File: src/rtl/noc_inject.sv
// Per-lane NoC ingress transmitter: buffers multiplier results in order, formats
// them as {ctrl, addr, data} words for one merge-tree slot, and tracks batch state.
module noc_inject #(
    parameter int unsigned bit_width    = 16,
    parameter int unsigned log_n_add    = 6,
    parameter int unsigned ctrl_bit     = 1,
    parameter int unsigned log_fifo_len = 2
) (
    input  logic                                     clk,
    input  logic                                     rst,
    input  logic [bit_width-1:0]                     in_data,
    input  logic [log_n_add-1:0]                     in_addr,
    input  logic                                     in_last,
    input  logic                                     in_valid,
    output logic                                     in_ready,
    output logic [bit_width+log_n_add+ctrl_bit-1:0]  noc_word,
    input  logic                                     stall,
    output logic                                     done,
    output logic [15:0]                              batch_cnt,
    output logic [15:0]                              stall_cnt
);

    localparam int unsigned DEPTH  = 1 << log_fifo_len;
    localparam int unsigned FDEPTH = DEPTH - 1;
    localparam int unsigned PW     = (log_fifo_len < 1) ? 1 : log_fifo_len;
    localparam int unsigned OW     = log_fifo_len + 1;
    localparam int unsigned CNT_W  = 16;

    typedef struct packed {
        logic [log_n_add-1:0] addr;
        logic [bit_width-1:0] data;
    } entry_t;

    typedef enum logic [1:0] {
        S_RUN   = 2'd0,
        S_DRAIN = 2'd1,
        S_DONE  = 2'd2
    } state_t;

    state_t             r_state;
    state_t             w_state_nxt;
    entry_t             r_mem [FDEPTH];
    entry_t             r_out;
    entry_t             w_in_entry;
    logic               r_out_valid;
    logic [PW-1:0]      r_rd_ptr;
    logic [PW-1:0]      r_wr_ptr;
    logic [OW-1:0]      r_occ;
    logic [OW-1:0]      w_occ_nxt;
    logic               r_in_ready;
    logic               r_done;
    logic [CNT_W-1:0]   r_batch_cnt;
    logic [CNT_W-1:0]   r_stall_cnt;
    logic               w_ready_nxt;
    logic               w_done_nxt;
    logic               w_accept;
    logic               w_send;
    logic               w_out_free;
    logic               w_fifo_empty;
    logic               w_pop;
    logic               w_push;
    logic               w_load_in;

    function automatic logic [PW-1:0] ptr_inc(input logic [PW-1:0] p);
        if (p == PW'(FDEPTH - 1)) begin
            return '0;
        end
        return p + PW'(1);
    endfunction

    // Handshake and buffer-steering decisions for this edge
    assign w_in_entry   = '{addr: in_addr, data: in_data};
    assign w_accept     = in_valid && r_in_ready;
    assign w_send       = r_out_valid && !stall;
    assign w_out_free   = !r_out_valid || w_send;
    // The output register is always refilled first, so FIFO words = occ - out_valid
    assign w_fifo_empty = (r_occ == OW'(r_out_valid));
    assign w_pop        = w_out_free && !w_fifo_empty;
    assign w_load_in    = w_accept && w_out_free && w_fifo_empty;
    assign w_push       = w_accept && !w_load_in;

    always_comb begin
        w_occ_nxt = r_occ;
        case ({w_accept, w_send})
            2'b10:   w_occ_nxt = r_occ + OW'(1);
            2'b01:   w_occ_nxt = r_occ - OW'(1);
            default: w_occ_nxt = r_occ;
        endcase
    end

    // Batch FSM: next state plus the registered ready/done values
    always_comb begin
        w_state_nxt = r_state;
        w_ready_nxt = 1'b0;
        w_done_nxt  = 1'b0;
        case (r_state)
            S_RUN: begin
                if (w_accept && in_last) begin
                    w_state_nxt = S_DRAIN;
                end
            end
            S_DRAIN: begin
                if (w_occ_nxt == '0) begin
                    w_state_nxt = S_DONE;
                end
            end
            S_DONE: begin
                w_state_nxt = S_RUN;
            end
            default: begin
                w_state_nxt = S_RUN;
            end
        endcase
        w_ready_nxt = (w_state_nxt == S_RUN) && (w_occ_nxt < OW'(DEPTH));
        w_done_nxt  = (w_state_nxt == S_DONE);
    end

    always_ff @(posedge clk) begin
        if (!rst) begin
            r_state    <= S_RUN;
            r_in_ready <= 1'b1;
            r_done     <= 1'b0;
        end else begin
            r_state    <= w_state_nxt;
            r_in_ready <= w_ready_nxt;
            r_done     <= w_done_nxt;
        end
    end

    // Occupancy, pointers and output register
    always_ff @(posedge clk) begin
        if (!rst) begin
            r_occ       <= '0;
            r_rd_ptr    <= '0;
            r_wr_ptr    <= '0;
            r_out_valid <= 1'b0;
            r_out       <= '0;
        end else begin
            r_occ <= w_occ_nxt;
            if (w_pop) begin
                r_rd_ptr <= ptr_inc(r_rd_ptr);
            end
            if (w_push) begin
                r_wr_ptr <= ptr_inc(r_wr_ptr);
            end
            if (w_pop) begin
                r_out       <= r_mem[r_rd_ptr];
                r_out_valid <= 1'b1;
            end else if (w_load_in) begin
                r_out       <= w_in_entry;
                r_out_valid <= 1'b1;
            end else if (w_send) begin
                r_out       <= '0;
                r_out_valid <= 1'b0;
            end
        end
    end

    // Storage array carries no reset; occupancy alone defines which entries are live
    always_ff @(posedge clk) begin
        if (w_push) begin
            r_mem[r_wr_ptr] <= w_in_entry;
        end
    end

    always_ff @(posedge clk) begin
        if (!rst) begin
            r_batch_cnt <= '0;
            r_stall_cnt <= '0;
        end else begin
            if (r_state == S_DONE) begin
                r_batch_cnt <= '0;
            end else if (w_send) begin
                r_batch_cnt <= r_batch_cnt + CNT_W'(1);
            end
            if (r_out_valid && stall && (r_stall_cnt != {CNT_W{1'b1}})) begin
                r_stall_cnt <= r_stall_cnt + CNT_W'(1);
            end
        end
    end

    assign noc_word  = {ctrl_bit'(r_out_valid), r_out.addr, r_out.data};
    assign in_ready  = r_in_ready;
    assign done      = r_done;
    assign batch_cnt = r_batch_cnt;
    assign stall_cnt = r_stall_cnt;

endmodule

File: config.mk
export PLATFORM = sky130hd
export DESIGN_NAME = noc_inject
export DESIGN_NICKNAME = d
export VERILOG_FILES = /design/src/rtl/noc_inject.sv
export SDC_FILE = /design/constraint.sdc
export NUM_CORES = 1
export LEC_CHECK = 0
export BUFFER_PORTS_ARGS = -buffer_cell sky130_fd_sc_hd__buf_2
export CORE_ASPECT_RATIO = 1.25
export CORE_MARGIN = 1.5
export CORE_UTILIZATION = 30
export CTS_BUF_LIST = sky130_fd_sc_hd__clkbuf_2 sky130_fd_sc_hd__clkbuf_4 sky130_fd_sc_hd__clkbuf_8
export DETAILED_ROUTE_END_ITERATION = 8
export HOLD_SLACK_MARGIN = 0.15
export MAX_ROUTING_LAYER = met4
export PLACE_DENSITY_LB_ADDON = 0.15
export SLEW_MARGIN = 20
export SYNTH_ARGS = -nofsm -noshare
export SYNTH_HDL_FRONTEND = slang
export SYNTH_SLANG_ARGS = --single-unit
File: constraint.sdc
create_clock -name clk -period 3.2 [get_ports clk]
set_input_delay 0.48 -clock clk [delete_from_list [all_inputs] [get_ports clk]]
set_output_delay 0.48 -clock clk [all_outputs]
set_load 0.03 [all_outputs]
After elaboration in Yosys (flattened, before gate mapping)
Memory sizes are Yosys's and may differ from the RTL's. A register that Yosys moved wholly into a read port is not among the register bits.
Index checks and enable logic that the tools add are counted.
W data, S select, Z words.

word-level totals
  register bits = 66
  bits in writable memories = 66
  output and inout port bits = 57
  memories = 1

memory list
  name   depth  width  read ports  clocked after Yosys merged registers in  write ports  RTL line  text
  r_mem  3      22     1           1                                        1            42        entry_t r_mem [FDEPTH];

operators by class
  add/subtract/negate cells = 6
  magnitude comparators = 1
  equal/unequal tests = 9
  muxes and demuxes = 24
  bitwise logic cells = 1
  reductions and logical operators = 20

operators by type and width
  kind                     count
  $mux W22                 3
  $add A16 B1 Y16 const B  2
  $mux W2                  8
  $ne A16 B16 Y1 const B   1
  $mux W1                  11
  $eq A2 B2 Y1 const B     5
  $logic_and A1 B1 Y1      10
  $pmux W3 S2              1
  $add A2 B1 Y2 const B    2
  $eq A2 B1 Y1 const B     2
  $logic_not A1 Y1         4
  $logic_not A2 Y1         2
  $pmux W2 S2              1
  $add A3 B1 Y3 const B    1
  $eq A3 B1 Y1             1
  $logic_not A3 Y1         1
  $lt A3 B3 Y1 const B     1
  $reduce_bool A3 Y1       1
  $sub A3 B1 Y3 const B    1
  $reduce_or A2 Y1         1
  $logic_or A1 B1 Y1       1
  $not A1 Y1               1

Logic depth before layout (Yosys ltp)
  depth after elaboration = 10
  depth in mapped cells = 10

Least setup slack after synthesis
No wires, ideal clock.

  kind = reg2reg
  from = reg r_in_ready, in the netlist in_ready
  to = mem r_mem[2][0] in the netlist's numbering (enable)
  arrival = 2.630 ns
  path slack = 0.136 ns
  stages on the path, launching flop included = 4
  path buffers = 0
  clock period less this slack = 3.064 ns
  cells stage by stage = dfxtp_1 > and2_0 > nand2b_1 > nor3b_1

between the ends
  cells in the longest elaborated chain, start to end = 7

RTL lines
  what                               RTL line  text
  start, declared                    50        logic r_in_ready;
  start signal, assigned             125       r_in_ready <= w_ready_nxt;
  $logic_and A1 B1 Y1 (*)            73        assign w_accept = in_valid && r_in_ready;
  $logic_and A1 B1 Y1 (2 in series)  79        assign w_load_in = w_accept && w_out_free && w_fifo_empty;
  $logic_not A1 Y1                   80        assign w_push = w_accept && !w_load_in;
  $logic_and A1 B1 Y1 (*)            80
  $mux W1 (*)                        161       if (w_push) begin
  $mux W1 (not written as such) (*)  162       r_mem[r_wr_ptr] <= w_in_entry;
  end, declared                      42

Every way passes the cells marked *; elsewhere a longest branch is shown, timed or not.

Worst setup path after layout
  from = reg r_out_valid
  to = reg r_state[1]

between the ends
  cells in the longest elaborated chain, start to end = 6
  elaborated cells on any way between the ends = 7
  classes of those cells = eq/ne (2); mux (3); reduce/logical (2)

RTL lines
  what                                          RTL line  text
  start, declared                               45        logic r_out_valid;
  start signal, assigned                        136       r_out_valid <= 1'b0;
  start signal, assigned                        148       r_out_valid <= 1'b1;
  start signal, assigned                        151       r_out_valid <= 1'b1;
  $logic_and A1 B1 Y1 (*)                       74        assign w_send = r_out_valid && !stall;
  $eq A2 B1 Y1 or $eq A2 B2 Y1 (tied branches)  84        case ({w_accept, w_send})
  $pmux W3 S2 (*)                               84
  $logic_not A3 Y1 (*)                          103       if (w_occ_nxt == '0) begin
  $mux W2 (*)                                   103
  $pmux W2 S2 (*)                               96        case (r_state)
  end signal, assigned                          124       r_state <= w_state_nxt;
  end, declared                                 40        state_t r_state;

Marks and branches as above.
A chain may end at the register's enable or synchronous reset.

==> impl_metrics.yaml <==
floorplanning:
  coreArea_mm2: 0.0180
  initial_core_util_pct: 30.6
  die-area_mm2: 0.0192
  die_h_um: 155
  pin_count: 84
  die_width_um: 124
  rows: 55
setup_path:
  worst-path-stages: 8
  reg2regPathDepth: 8
  path_buf_inv: 1
  path_max_fanout: 11
  end_kind: "flop"
  crit_path_max_incr_delay_ns: 0.55
  crit_family: "adder cells"
  crit_arrival_ns: 2.65
  worstSetupPathType: "reg -> reg"
  required_ns: 3.53
  cp_cell_sequence: "nor2b_1 -> ha_1 -> inv_1 -> fa_1 -> xnor2_1 -> xnor2_1 -> a32o_1 -> nor2b_1"
  critPathSlowestCell: "dfxtp_1"
  startpoint_type: "flop"
clock_network:
  post_cts_resized: 0
  clock_sinks: 134
  numCtsBuffers: 17
  cts_root_buf: "clkbuf_8"
  clkTransAtPathRegs_ns: 0.07
  post_cts_buffers: 0
  cts-hold-fix-buffers: 0
  clock_path_buffers: 2
  cts_tree: "done"
  clk_latency_ns: 0.44
  htreeDepth: 4
min_path:
  min_path_cells: 1
  hold_path_class: "in -> reg"
yosys:
  synth_seq_cells: 134
  synth_cell_type_count: 49
  synth.net_count: 503
  synth.cell_area_mm2: 0.00551
  async_reset_ff_share_pct: 0
  ys_seq_area_share_pct: 60.7
  syn-mean-instance-area_um2: 11.7
  yosys_warnings: 0
  yosys.area.top_type_share_pct: 36.0
  ys.flop_type: "dfxtp_1"
  synth_edf_count: 66
  synth_area_leader_cell: "edfxtp_1"
  syn-instance-count: 472
  synth_area_leaders: "edfxtp_1, dfxtp_1, mux2i_1"
final_layout:
  syn_to_final_growth_pct: 18.8
  n_antenna_cell: 0
  layout_commonest_cell: "buf_2"
  fin_util_pct: 36.3
  instances_no_fill: 798
  layout_common_cells: "buf_2, dfxtp_1, edfxtp_1"
  fin_nets: 588
  drive_above_1_share_pct: 23.7
global_routing:
  grt.total_usage_pct: 14.5
  antenna_found_initial: 0
  grt_pass1_wl_um: 21100
  grt_max_degree: 31
  gr-total-overflow: 0
  grt_pass1_vias: 4069
sta:
  hold_viol: 0
  period_minus_slack_ns: 2.31
  relSlewSlack_pct: 38.3
  max_freq_mhz: 432
  finalCritPeriodShare_pct: 72.3
  setup_viol: 0
  final_max_slew_viol_count: 0
  final.setup_skew_ns: 0.00646
  worstMarginPinSlew_ns: 0.925
  tns_ns: 0
  timing.hold.ws_ns: 0.258
  rsz0062_at_grt: "false"
placement:
  finalWeightedCongestion: 0.805
  placed_cells: 766
  dp_hpwl_um: 8480
  portBuffers: 83
power:
  p_per_area_mw_per_mm2: 735
  leakagePower_nw: 2.48
  vdd_drop_max_mv: 0.228
  finalPower_w: 0.00481
routing:
  first_iter_violations: 159
  drtAntennaViolNets: 0
  first_pass_iters: 4
  routed_wirelength_um: 12900
  drc: 0
  drt-wirelength-per-cell_um: 16.2
  vias: 3963
  vias_per_cell: 4.97
outcome:
  status: "completed"
job:
  max_cap_viol_count: 0
-- synth_stat cells, types with 3 or more instances --
master,count
edfxtp_1,66
buf_4,3
buf_2,4
nor3b_1,3
or3_1,8
clkbuf_1,20
xnor2_1,11
inv_1,13
nor3_1,7
nor2b_1,4
nand2b_1,9
nand3b_1,3
a21oi_1,17
ha_1,3
a211oi_1,3
dfxtp_1,68
nor4_1,3
nand4_1,7
o31ai_1,8
and4_1,3
o211ai_1,3
nor2_1,15
nand3_1,8
nand2_1,42
or4_1,6
a221o_1,22
and3_1,26
mux2i_1,30
xor2_1,4
o21ai_0,32
-- path summary, 6_finish.rpt --
path	slack [ns]	start	to
worst max-delay path	0.89	r_out_valid$_SDFFE_PN0P_	r_state[1]$_SDFF_PN0_
worst min register to register	0.50	stall_cnt[1]$_SDFFE_PN0P_	stall_cnt[1]$_SDFFE_PN0P_
worst max register to register	0.89	r_out_valid$_SDFFE_PN0P_	r_state[1]$_SDFF_PN0_
worst min-delay path	0.26	in_data[1]	r_mem[2][1]$_DFFE_PP_
-- per-stage QoR --
stage	area (um^2)	setup slack (ns)
after global placement	6190	0.741
after CTS	6550	0.875
after floorplan	5510	0.136
after detailed placement	6200	0.695
final	6550	0.886
after global routing	6550	0.692
-- state kept, by name, indices dropped and copies added (netlist names), named ones only --
name and flops:
r_mem 66, noc_word 22, batch_cnt 16, stall_cnt 16, r_occ 3, r_rd_ptr 2, r_state 2, r_wr_ptr 2
done 1, in_ready 1, r_out_valid 1
-- layout make-up --
| type | count | area [um^2] |
|---|---|---|
| repair buffers | 94 | 498 |
| inverters | 13 | 48.8 |
| well taps | 228 | 285 |
| clock buffers | 20 | 263 |
| fillers | 1843 | 11500 |
| multi-input cells | 297 | 2020 |
| clock inverters | 12 | 86.3 |
| flip-flops and latches | 134 | 3340 |
-- metal layers --
layer / global-route usage, % / vias up / share of wire (%)
li1: - / 1927 / -
met5: - / - / 0
met3: 3.15 / 13 / 3.9
met4: 5.80 / 0 / 1.8
met2: 25.3 / 78 / 52
met1: 16.1 / 1945 / 42
-- where the power goes --
group / switching, W / leakage, nW / internal [W] / total (W)
Clock: 0.000635 / 0.181 / 0.000633 / 0.00127
Combinational: 0.000815 / 1.15 / 0.000470 / 0.00128
Sequential: 0.000168 / 1.16 / 0.00209 / 0.00226
-- cells by family (layout without fill, tap and decap cells) --
logic type | Yosys count | count (layout) | synth area share, %
AO/OA/AOI/OAI | 92 | 92 | 11.6
XOR/XNOR | 15 | 15 | 2.38
adder cells (fa/ha/maj) | 4 | 4 | 1.04
buffers and inverters | 41 | 139 | 3.11
flip-flops | 134 | 134 | 60.7
multiplexers | 30 | 30 | 5.45
AND/OR/NAND/NOR | 156 | 156 | 15.8
Note: power is estimated with default switching activity, not from simulation.
